$ cat src/rtl/rx_mac_if.sv
//------------------------------------------------------------------------------
// Module : rgmii_rx_if / axis_rx_if
// Brief  : RGMII receive byte bus and receive AXI-Stream bus for rx_mac.
// Rev    : 1.0  initial release
//------------------------------------------------------------------------------
`default_nettype none

interface rgmii_rx_if #(
    parameter int DATA_WIDTH = 8
);
    logic [DATA_WIDTH-1:0] rgmii_mac_rx_data;
    logic                  rgmii_mac_rx_dv;
    logic                  rgmii_mac_rx_er;

    modport master (
        output rgmii_mac_rx_data,
        output rgmii_mac_rx_dv,
        output rgmii_mac_rx_er
    );
    modport slave (
        input  rgmii_mac_rx_data,
        input  rgmii_mac_rx_dv,
        input  rgmii_mac_rx_er
    );
endinterface

interface axis_rx_if #(
    parameter int DATA_WIDTH = 8
);
    logic [DATA_WIDTH-1:0] m_rx_axis_tdata;
    logic                  m_rx_axis_tvalid;
    logic                  m_rx_axis_tlast;
    logic                  m_rx_axis_tuser;

    modport master (
        output m_rx_axis_tdata,
        output m_rx_axis_tvalid,
        output m_rx_axis_tlast,
        output m_rx_axis_tuser
    );
    modport slave (
        input  m_rx_axis_tdata,
        input  m_rx_axis_tvalid,
        input  m_rx_axis_tlast,
        input  m_rx_axis_tuser
    );
endinterface

`default_nettype wire

$ cat src/rtl/rx_mac.sv
//------------------------------------------------------------------------------
// Module : rx_mac
// Brief  : Receive Ethernet MAC: SFD detect, FCS strip, CRC/length/er check,
//          AXI-Stream output. Optional CRC check: define RX_MAC_CRC_CHECK_EN.
// Rev    : 1.0  initial release
//------------------------------------------------------------------------------
`default_nettype none

module rx_mac #(
    parameter int DATA_WIDTH = 8,
    parameter int MIN_FRAME  = 64,
    parameter int MAX_FRAME  = 1518
) (
    input  wire        clk,
    input  wire        reset_n,
    rgmii_rx_if.slave  i_rgmii,
    axis_rx_if.master  o_rx_axis
);

    localparam logic [7:0]  c_PRE_BYTE = 8'h55;
    localparam logic [7:0]  c_SFD_BYTE = 8'hD5;
    localparam logic [10:0] c_MIN_LEN  = 11'(MIN_FRAME);
    localparam logic [10:0] c_MAX_LEN  = 11'(MAX_FRAME);
    localparam logic [10:0] c_LEN_SAT  = 11'h7FF;
    localparam logic [2:0]  c_DLY_FULL = 3'd5;

    typedef enum logic [1:0] {
        WAIT_IDLE = 2'd0,
        IDLE      = 2'd1,
        PREAMBLE  = 2'd2,
        DATA      = 2'd3
    } state_t;

    state_t                r_state;
    state_t                w_state_nxt;
    logic                  w_start;
    logic                  w_push;
    logic                  w_final;
    logic                  w_bad;

    logic [DATA_WIDTH-1:0] r_dly [0:4];
    logic [2:0]            r_cnt;
    logic [10:0]           r_len;
    logic                  r_err;

    logic                  r_tvalid;
    logic [DATA_WIDTH-1:0] r_tdata;
    logic                  r_tlast;
    logic                  r_tuser;

    logic [7:0]            w_byte;
    logic                  w_dv;
    logic                  w_er;

    assign w_byte = 8'(i_rgmii.rgmii_mac_rx_data);
    assign w_dv   = i_rgmii.rgmii_mac_rx_dv;
    assign w_er   = i_rgmii.rgmii_mac_rx_er;

`ifdef RX_MAC_CRC_CHECK_EN
    localparam logic [31:0] c_POLY    = 32'hEDB88320;
    localparam logic [31:0] c_RESIDUE = 32'hDEBB20E3;

    logic [31:0] r_crc;
    logic [31:0] w_crc_nxt;

    always_comb begin
        w_crc_nxt = r_crc ^ {24'd0, w_byte};
        for (int b = 0; b < 8; b++) begin
            w_crc_nxt = w_crc_nxt[0] ? ((w_crc_nxt >> 1) ^ c_POLY) : (w_crc_nxt >> 1);
        end
    end

    always_ff @(posedge clk or negedge reset_n) begin
        if (!reset_n) begin
            r_crc <= 32'hFFFFFFFF;
        end else if (w_start) begin
            r_crc <= 32'hFFFFFFFF;
        end else if (w_push) begin
            r_crc <= w_crc_nxt;
        end
    end

    assign w_bad = r_err || (r_len < c_MIN_LEN) || (r_len > c_MAX_LEN) || (r_crc != c_RESIDUE);
`else
    assign w_bad = r_err || (r_len < c_MIN_LEN) || (r_len > c_MAX_LEN);
`endif

    always_ff @(posedge clk or negedge reset_n) begin
        if (!reset_n) begin
            r_state <= WAIT_IDLE;
        end else begin
            r_state <= w_state_nxt;
        end
    end

    always_comb begin
        w_state_nxt = r_state;
        w_start     = 1'b0;
        w_push      = 1'b0;
        w_final     = 1'b0;
        case (r_state)
            WAIT_IDLE: begin
                if (!w_dv) w_state_nxt = IDLE;
            end
            IDLE: begin
                if (w_dv) begin
                    w_state_nxt = (!w_er && w_byte == c_PRE_BYTE) ? PREAMBLE : WAIT_IDLE;
                end
            end
            PREAMBLE: begin
                if (w_dv && !w_er && w_byte == c_PRE_BYTE) begin
                    w_state_nxt = PREAMBLE;
                end else if (w_dv && !w_er && w_byte == c_SFD_BYTE) begin
                    w_state_nxt = DATA;
                    w_start     = 1'b1;
                end else begin
                    w_state_nxt = WAIT_IDLE;
                end
            end
            DATA: begin
                if (w_dv) begin
                    w_push = 1'b1;
                end else begin
                    w_final     = 1'b1;
                    w_state_nxt = IDLE;
                end
            end
            default: w_state_nxt = WAIT_IDLE;
        endcase
    end

    // Newest byte enters r_dly[0]; once five are held, r_dly[4] is payload
    // and the four younger bytes are the candidate FCS.
    always_ff @(posedge clk or negedge reset_n) begin
        if (!reset_n) begin
            for (int i = 0; i < 5; i++) r_dly[i] <= '0;
            r_cnt    <= 3'd0;
            r_len    <= 11'd0;
            r_err    <= 1'b0;
            r_tvalid <= 1'b0;
            r_tdata  <= '0;
            r_tlast  <= 1'b0;
            r_tuser  <= 1'b0;
        end else begin
            r_tvalid <= 1'b0;
            r_tdata  <= '0;
            r_tlast  <= 1'b0;
            r_tuser  <= 1'b0;
            if (w_start) begin
                r_cnt <= 3'd0;
                r_len <= 11'd0;
                r_err <= 1'b0;
            end
            if (w_push) begin
                r_dly[0] <= DATA_WIDTH'(w_byte);
                for (int i = 1; i < 5; i++) r_dly[i] <= r_dly[i-1];
                if (r_cnt != c_DLY_FULL) r_cnt <= r_cnt + 3'd1;
                if (r_len != c_LEN_SAT)  r_len <= r_len + 11'd1;
                if (w_er) r_err <= 1'b1;
                if (r_cnt == c_DLY_FULL) begin
                    r_tvalid <= 1'b1;
                    r_tdata  <= r_dly[4];
                end
            end
            if (w_final) begin
                r_cnt <= 3'd0;
                if (r_cnt == c_DLY_FULL) begin
                    r_tvalid <= 1'b1;
                    r_tdata  <= r_dly[4];
                    r_tlast  <= 1'b1;
                    r_tuser  <= w_bad;
                end
            end
        end
    end

    assign o_rx_axis.m_rx_axis_tvalid = r_tvalid;
    assign o_rx_axis.m_rx_axis_tdata  = r_tdata;
    assign o_rx_axis.m_rx_axis_tlast  = r_tlast;
    assign o_rx_axis.m_rx_axis_tuser  = r_tuser;

endmodule

`default_nettype wire

$ cat src/flat_wrapper.sv
// flat-port wrapper written by rule: the top's interface ports become plain ports
module rx_mac_flat 
#(
    parameter int DATA_WIDTH = 8,
    parameter int MIN_FRAME  = 64,
    parameter int MAX_FRAME  = 1518
)
  (clk, reset_n, i_rgmii_rgmii_mac_rx_data, i_rgmii_rgmii_mac_rx_dv, i_rgmii_rgmii_mac_rx_er, o_rx_axis_m_rx_axis_tdata, o_rx_axis_m_rx_axis_tvalid, o_rx_axis_m_rx_axis_tlast, o_rx_axis_m_rx_axis_tuser);
  rgmii_rx_if #(.DATA_WIDTH(DATA_WIDTH)) i_rgmii_i ();
  axis_rx_if #(.DATA_WIDTH(DATA_WIDTH)) o_rx_axis_i ();
  input  wire clk;
  input  wire reset_n;
  input wire logic [$bits(i_rgmii_i.rgmii_mac_rx_data)-1:0] i_rgmii_rgmii_mac_rx_data;
  input wire logic [$bits(i_rgmii_i.rgmii_mac_rx_dv)-1:0] i_rgmii_rgmii_mac_rx_dv;
  input wire logic [$bits(i_rgmii_i.rgmii_mac_rx_er)-1:0] i_rgmii_rgmii_mac_rx_er;
  output wire logic [$bits(o_rx_axis_i.m_rx_axis_tdata)-1:0] o_rx_axis_m_rx_axis_tdata;
  output wire logic [$bits(o_rx_axis_i.m_rx_axis_tvalid)-1:0] o_rx_axis_m_rx_axis_tvalid;
  output wire logic [$bits(o_rx_axis_i.m_rx_axis_tlast)-1:0] o_rx_axis_m_rx_axis_tlast;
  output wire logic [$bits(o_rx_axis_i.m_rx_axis_tuser)-1:0] o_rx_axis_m_rx_axis_tuser;
  assign i_rgmii_i.rgmii_mac_rx_data = i_rgmii_rgmii_mac_rx_data;
  assign i_rgmii_i.rgmii_mac_rx_dv = i_rgmii_rgmii_mac_rx_dv;
  assign i_rgmii_i.rgmii_mac_rx_er = i_rgmii_rgmii_mac_rx_er;
  assign o_rx_axis_m_rx_axis_tdata = o_rx_axis_i.m_rx_axis_tdata;
  assign o_rx_axis_m_rx_axis_tvalid = o_rx_axis_i.m_rx_axis_tvalid;
  assign o_rx_axis_m_rx_axis_tlast = o_rx_axis_i.m_rx_axis_tlast;
  assign o_rx_axis_m_rx_axis_tuser = o_rx_axis_i.m_rx_axis_tuser;
  rx_mac #(.DATA_WIDTH(DATA_WIDTH), .MIN_FRAME(MIN_FRAME), .MAX_FRAME(MAX_FRAME)) u_core (.clk(clk), .reset_n(reset_n), .i_rgmii(i_rgmii_i), .o_rx_axis(o_rx_axis_i));
endmodule
$ cat config.mk
export PLATFORM = sky130hd
export DESIGN_NAME = rx_mac_flat
export DESIGN_NICKNAME = d
export VERILOG_FILES = /design/src/rtl/rx_mac_if.sv /design/src/rtl/rx_mac.sv /design/src/flat_wrapper.sv
export SDC_FILE = /design/constraint.sdc
export NUM_CORES = 1
export LEC_CHECK = 0
export ABC_CLOCK_PERIOD_IN_PS = 2400
export CORE_MARGIN = 1
export CORE_UTILIZATION = 45
export CTS_CLUSTER_DIAMETER = 50
export DETAILED_ROUTE_END_ITERATION = 10
export GPL_TIMING_DRIVEN = 0
export SYNTH_ARGS = -nofsm -noshare
export SYNTH_HDL_FRONTEND = slang
export SYNTH_SLANG_ARGS = --single-unit
$ cat constraint.sdc
create_clock -name clk -period 2.4 [get_ports clk]
set_input_delay 0.36 -clock clk [delete_from_list [all_inputs] [get_ports clk]]
set_output_delay 0.36 -clock clk [all_outputs]
set_load 0.01 [all_outputs]
==> summary.md, run 1 <==
| Metric | Value |
|---|---|
| Critical-path maximum fanout | 10 |
| Number of diodes | 0 |
| Avg Vias per Cell | 5.43 |
| Worst R2R Path Depth | 4 |
| End of the critical path | u_core.r_dly[37] |
| Max cap viols | 0 |
| Via count | 1823 |
| GP Congestion | 0.813 |
| Sequential Power Share | 50.3% |
| Final setup viols | 0 |
| Worst slack, placed | 0.0529 ns |
| Mapped cell area | 0.00291 mm² |
| Slew Viols, Final | 0 |
| Clk buf depth | 2 |
| Period utilisation layout | 89.9% |
| Max Clk Rate | 464 MHz |
| Share of cells above drive strength 1 | 25.3% |
| Worst Skew | 0.00591 ns |
| Top-level port count | 23 |
| Reg2reg start | u_core.r_state[0] |
| Clock Pin Slew Worst Setup and Hold Paths | 0.07 ns |
| Vias in the first global route | 1779 |
| Routed wl met3 | 138 µm |
| Drt wl/cell | 15.2 µm |
| Endpoints failing hold | 0 |
| Crit path launch | u_core.r_state[0] |
| RSZ-0062 raised after global routing | no |
| WL met2 | 2.23 mm |
| Hold_buf cts | 0 |
| Switching power | 529 µW |
| Library cells used by synthesis | 38 |
| Placeable Area | 0.00606 mm² |
| Clock power frac | 44.4% |
| Initial Util | 48.0% |
| Final cell count without fillers | 336 |
| Top Layer Used | met4 |
| Worst-skew pair later-pin latency | 0.34 ns |
| Layout area overhead | 18.1% |
| H-tree lvl count | 3 |
| Leakage power | 0.00170 µW |
| Clk Tree Root Cell | clkbuf_8 |
| RR Endpoint | u_core.r_dly[37] |
| FF+latch count, synth | 68 |
| Die Ht | 82.4 µm |
| Worst endpoint required time | 2.62 ns |
| Worst slew pin tran | 0.848 ns |
| Critical Path AT | 2.38 ns |
| Post-CTS resize count | 0 |
| Placed wire-length estimate | 3.34 mm |
| Pint | 1810 µW |
| Largest net degree at the start of global routing | 69 |
| Initial antenna violation count | 0 |
| Placed Cells | 320 |
| Clk sinks | 68 |
| Drc violations | 0 |
| Comb pwr share | 5.3% |
| Post-Route WL | 5.11 mm |
| Cell Pwr Density | 680 mW/mm² |
| Syn nets | 242 |
| Post-synthesis cell count | 223 |
| Post-CTS Repair Setup Buffers | 0 |
| Starting DRT DRC Count | 103 |
| Post-synthesis sequential area ratio | 58.5% |
| DIE WIDTH | 82.4 µm |
| CTS tree | yes |
| PortBufs | 22 |
| Synth warn | 0 |
| Kind of critical path | reg2reg |
| Sw Share | 22.7% |
| Wl on met1 | 2.64 mm |
| Critical Path Sink Type | flop |
| Die ar. | 0.00679 mm² |
| Num CTS Buffers | 9 |
| Max_slew headroom | 43.4% |
| Peak supply drop | 0.000360 V |
| Fin crit period | 2.16 ns |
| First-pass GRT wire length | 8.77 mm |
| Layout Utilization | 56.7% |
| Startpoint types | flop |
| Status | finished, final reports clean |
| Hold slack | 0.120 ns |
| Post-DRT Antenna Nets | 0 |
| Layout net count | 275 |
| Avg Cell Area, Syn | 13.0 µm² |
| All-layer global routing usage | 18.1% |
| Rows | 28 |
| DR pass1 iterations | 4 |
| Hold WC Path Type | in2async |
| Reg2reg setup slack | 0.24 ns |
| Grt total ovfl | 0 |
| Setup slack after layout | 0.243 ns |
==> kinds of logic (layout without fill, tap and decap cells) <==
family,Yosys count,count (layout),share of synthesized area [%]
muxes,43,43,16.6
buffers and inverters,18,56,3.01
and+or+nand+nor,55,55,10.9
adders and majority gates,7,7,3.01
DFF,68,68,58.5
xor gates and xnor gates,1,1,0.301
AOI/OAI and AO/OA,31,31,7.70
==> worst min path at each step <==
stage | start | slack (ns) | cells past startpoint | endpoint
floorplan | reset_n | 0.06 | 0 | u_core.o_rx_axis.m_rx_axis_tdata[0]
global placement | u_core.r_dly[4] | 0.46 | 1 | u_core.o_rx_axis.m_rx_axis_tdata[4]
detailed placement | u_core.r_dly[6] | 0.46 | 1 | u_core.o_rx_axis.m_rx_axis_tdata[6]
CTS | reset_n | 0.16 | 1 | u_core.o_rx_axis.m_rx_axis_tlast
global route | reset_n | 0.19 | 1 | u_core.o_rx_axis.m_rx_axis_tlast
finish | reset_n | 0.12 | 1 | u_core.r_len[8]
==> power by group through the flow <==
| stage | registers [µW] | logic [µW] | clock network [µW] |
|---|---|---|---|
| floorplan | 1190 | 69.6 | 0 |
| global placement | 1200 | 125 | 0 |
| detailed placement | 1200 | 127 | 0 |
| CTS | 1180 | 127 | 1060 |
| global route | 1180 | 142 | 1110 |
| finish | 1180 | 124 | 1040 |
==> cell usage in the layout (no fill, tap or decap), types with 3 or more instances in the layout <==
cell type / count
ha_1: 7
and4_1: 3
clkdlybuf4s50_1: 21
and3_1: 6
nor3_1: 5
nand3_1: 8
clkbuf_1: 6
o21ai_0: 7
and2_1: 10
buf_2: 4
inv_1: 7
clkbuf_8: 9
a21oi_1: 5
mux2_2: 41
a31oi_1: 5
dfrtp_1: 68
nand2_1: 12
==> metal layers <==
metal,vias to the layer above,global-route usage (%)
li1,872,-
met1,909,26.0
met2,32,25.3
met3,10,3.96
met4,0,10.0
met5,-,0
==> flip-flops by register name, summed over array words and instances, names as in the netlist <==
register                           flops
u_core.r_state                         2
u_core.o_rx_axis.m_rx_axis_tuser       1
u_core.r_len                          11
u_core.r_err                           1
u_core.o_rx_axis.m_rx_axis_tvalid      1
u_core.o_rx_axis.m_rx_axis_tdata       8
u_core.r_cnt                           3
u_core.r_dly                          40
u_core.o_rx_axis.m_rx_axis_tlast       1
==> area by class of cell <==
class	count	area, µm²
fill	512	2630
buffer	11	61.3
clock inverter	6	87.6
tap	75	93.8
inverter	7	26.3
clock buffer	10	128
sequential	68	1700
multi-input combinational	137	1120
timing repair buffer	22	218
==> synthesized netlist by cell type <==
cell type	n	area (µm²)
nor3_1	5	25.0
o21a_1	2	15.0
and4_1	3	26.3
xnor2_1	1	8.76
nor2_1	1	3.75
mux2_2	41	462
and2_1	10	62.6
ha_1	7	87.6
and2_4	1	8.76
dfrtp_1	68	1700
a41oi_1	1	8.76
o21ai_0	7	35.0
or3_1	1	6.26
a31oi_1	5	31.3
and3_1	6	37.5
nand2_1	12	45.0
a41o_4	1	21.3
mux2i_1	2	20.0
nor2b_1	1	6.26
a22o_1	2	17.5
a221o_1	1	10.0
a211o_1	2	17.5
nor4_1	1	6.26
nand3_1	8	40.0
o211ai_1	1	7.51
a21oi_1	5	25.0
a32o_1	1	10.0
buf_2	4	20.0
inv_1	7	26.3
a31o_2	1	8.76
nor4bb_1	2	20.0
nand4_1	2	12.5
clkbuf_1	5	18.8
o31ai_1	1	7.51
or4_1	1	7.51
and4b_1	1	10.0
o221ai_1	1	8.76
buf_6	2	22.5
==> worst max-delay path, cell delays in order, from the launching register on <==
cell	delay (ns)
dfrtp_1	0.43
ha_1	0.30
nand2_1	0.39
clkbuf_1	0.51
mux2_2	0.41
==> metrics by stage <==
step | area [µm²] | power (µW) | setup TNS, ns
after floorplan | 2910 | 1260 | 0
after global placement | 3220 | 1320 | -90.85
after detailed placement | 3220 | 1320 | 0
after CTS | 3440 | 2360 | 0
after global routing | 3440 | 2430 | 0
final | 3440 | 2330 | 0
(Power assumes the default switching activity.)
==> inputs of run 2 (changes only) <==
--- a/constraint.sdc
+++ b/constraint.sdc
@@ -3,2 +3,2 @@
 set_output_delay 0.36 -clock clk [all_outputs]
-set_load 0.01 [all_outputs]
+set_load 0.02 [all_outputs]
==> results of run 2 <==
Same layout as run 1: the final DEF is identical, and so are final timing and power.
==> inputs of run 3 (changes only) <==
CAP_MARGIN = 20   (was default)
SLEW_MARGIN = 10   (was default)
==> run 3 against run 2 <==
Against the previous run: register-to-register slack worse by 0.07 ns; largest cell class unchanged; total power fell by 4.5%; hold slack improved by 0.30 ns; sequential power barely moved; die area unchanged; non-clock buffer count grew 2; core utilization is 0.23 points higher.
==> summary.md, run 3 (same netlist as run 1, synthesis figures left out) <==
| Metric | Value |
|---|---|
| Status | finished, final reports clean |
| Post-Route WL | 5.12 mm (+0.29%) |
| Starting DRT DRC Count | 103 (unchanged) |
| Most frequent cells in the layout | dfrtp_1 (68), mux2_2 (41), clkdlybuf4s50_1 (21), nand2_1 (12), and2_1 (10) |
| All-layer global routing usage | 18.2% (about the same) |
| Die Ht | 82.4 µm (unchanged) |
| Routed wl met3 | 144 µm (+4.3%) |
| Max_slew headroom | 55.0% (+12 points) |
| Drc violations | 0 (unchanged) |
| Placed wire-length estimate | 3.44 mm (+2.9%) |
| Worst-skew pair later-pin latency | 0.34 ns (about the same) |
| Kind of critical path | reg2reg |
| Rows | 28 (unchanged) |
| Layout area overhead | 18.6% |
| Num CTS Buffers | 9 (unchanged) |
| Critical Path AT | 2.44 ns (+0.06 ns) |
| GP Congestion | 0.813 (unchanged) |
| CTS tree | yes |
| Largest net degree at the start of global routing | 56 (-19%) |
| Period utilisation layout | 92.8% (+2.9 points) |
| Fin crit period | 2.23 ns (+0.0694 ns) |
| Drt wl/cell | 15.1 µm (-0.30%) |
| Max reg flops | 40 (unchanged) |
| Placeable Area | 0.00606 mm² (unchanged) |
| DIE WIDTH | 82.4 µm (unchanged) |
| Initial Util | 48.0% (unchanged) |
| Die ar. | 0.00679 mm² (unchanged) |
| Critical Path Sink Type | flop |
| Final cell count without fillers | 338 (+0.60%) |
| RSZ-0062 raised after global routing | no |
| Avg Vias per Cell | 5.31 (-2.2%) |
| Post-CTS resize count | 0 (unchanged) |
| Endpoints failing hold | 0 (unchanged) |
| Initial antenna violation count | 0 (unchanged) |
| Share of cells above drive strength 1 | 25.5% (+0.19 points) |
| Top Layer Used | met4 |
| Grt total ovfl | 0 (unchanged) |
| Max Clk Rate | 449 MHz (-3.1%) |
| Leakage power | 0.00170 µW (about the same) |
| WL met2 | 2.29 mm (+3.0%) |
| Clk Tree Root Cell | clkbuf_8 |
| Number of diodes | 0 (unchanged) |
| Vias in the first global route | 1750 (-1.6%) |
| Biggest register | u_core.r_dly |
| Peak supply drop | 0.000729 V (+100%) |
| Startpoint types | flop |
| Filler cells | 521 (+1.8%) |
| DR pass1 iterations | 4 (unchanged) |
| PortBufs | 22 (unchanged) |
| Wl on met1 | 2.64 mm (about the same) |
| Hold WC Path Type | in2async |
| First-pass GRT wire length | 8.83 mm (+0.72%) |
| Clock Pin Slew Worst Setup and Hold Paths | 0.07 ns (about the same) |
| Post-DRT Antenna Nets | 0 (unchanged) |
| Layout net count | 277 (+0.73%) |
| Worst Skew | 0.00569 ns (-0.000215 ns) |
| Clk buf depth | 2 (unchanged) |
| Critical-path maximum fanout | 10 (unchanged) |
| Layout Utilization | 56.9% (+0.23 points) |
| Clk sinks | 68 (unchanged) |
| Cell Pwr Density | 647 mW/mm² (-4.8%) |
| Slew Viols, Final | 0 (unchanged) |
| Placed Cells | 321 (+0.31%) |
| Final setup viols | 0 (unchanged) |
| Max cap viols | 0 (unchanged) |
| TNS Setup | 0 ns (unchanged) |
| Worst slew pin tran | 0.675 ns (-0.173 ns) |
| Most common cell after layout, fill and taps aside | dfrtp_1 |
| Top-level port count | 23 (unchanged) |
| Via count | 1794 (-1.6%) |
| Worst endpoint required time | 2.62 ns (about the same) |
| H-tree lvl count | 3 (unchanged) |
-- run 3: metal layers --
| layer | global-route usage (%) | vias up |
|---|---|---|
| met4 | 5.79 | 0 |
| li1 | - | 877 |
| met5 | 0 | - |
| met2 | 26.0 | 32 |
| met3 | 5.27 | 4 |
| met1 | 26.3 | 881 |
-- run 3: worst max-delay path, stage by stage (launching register included) --
cell      delay [ns]
dfrtp_1         0.43
ha_1            0.29
nand2_1         0.39
clkbuf_1        0.58
mux2_2          0.41
-- run 3: layout make-up --
class / count / area, µm² / share of cell area [%]
buffer: 11 / 61.3 / 1.78
clock inverter: 6 / 63.8 / 1.85
inverter: 7 / 26.3 / 0.762
timing repair buffer: 24 / 255 / 7.40
multi-input combinational: 137 / 1120 / 32.5
tap: 75 / 93.8 / 2.72
clock buffer: 10 / 128 / 3.70
sequential: 68 / 1700 / 49.3
-- run 3: worst paths after layout --
| kind | slack, ns | to | start | cells past startpoint |
|---|---|---|---|---|
| hold reg to reg | 0.47 | u_core.o_rx_axis.m_rx_axis_tdata[6] | u_core.r_dly[6] | 1 |
| min in group clk | 0.47 | u_core.o_rx_axis.m_rx_axis_tdata[6] | u_core.r_dly[6] | 1 |
| setup / recovery | 0.17 | u_core.r_dly[37] | u_core.r_state[0] | 4 |
| setup reg to reg | 0.17 | u_core.r_dly[37] | u_core.r_state[0] | 4 |
| max in group asynchronous | 1.46 | u_core.r_dly[11] | reset_n | 3 |
| hold / removal | 0.42 | u_core.r_len[7] | reset_n | 2 |
-- run 3: per-stage QoR --
stage | hold WS, ns | setup WS, ns | power (µW) | instance area, µm²
2_1_floorplan | 0.0644 | 0.570 | 1260 | 2910
3_3_place_gp | 0.460 | -1.34 | 1320 | 3220
3_5_place_dp | 0.237 | 0.0352 | 1330 | 3250
4_1_cts | 0.427 | 0.199 | 2260 | 3450
5_1_grt | 0.431 | 0.0413 | 2320 | 3450
6_report | 0.424 | 0.173 | 2230 | 3450
-- run 3: where the power goes --
group,total (µW),leakage [µW],internal [µW],switching (µW)
Combinational,131,0.000677,63.9,67.3
Sequential,1180,0.000933,1160,15.6
Clock,924,0.0000927,480,444
Total,2230,0.00170,1700,527
-- run 3: timing repair --
item                       4_1_cts  5_1_grt
hold endpoints to repair        13        0
hold buffers                     1        0
setup buffers                    0        0
setup endpoints to repair        0        0
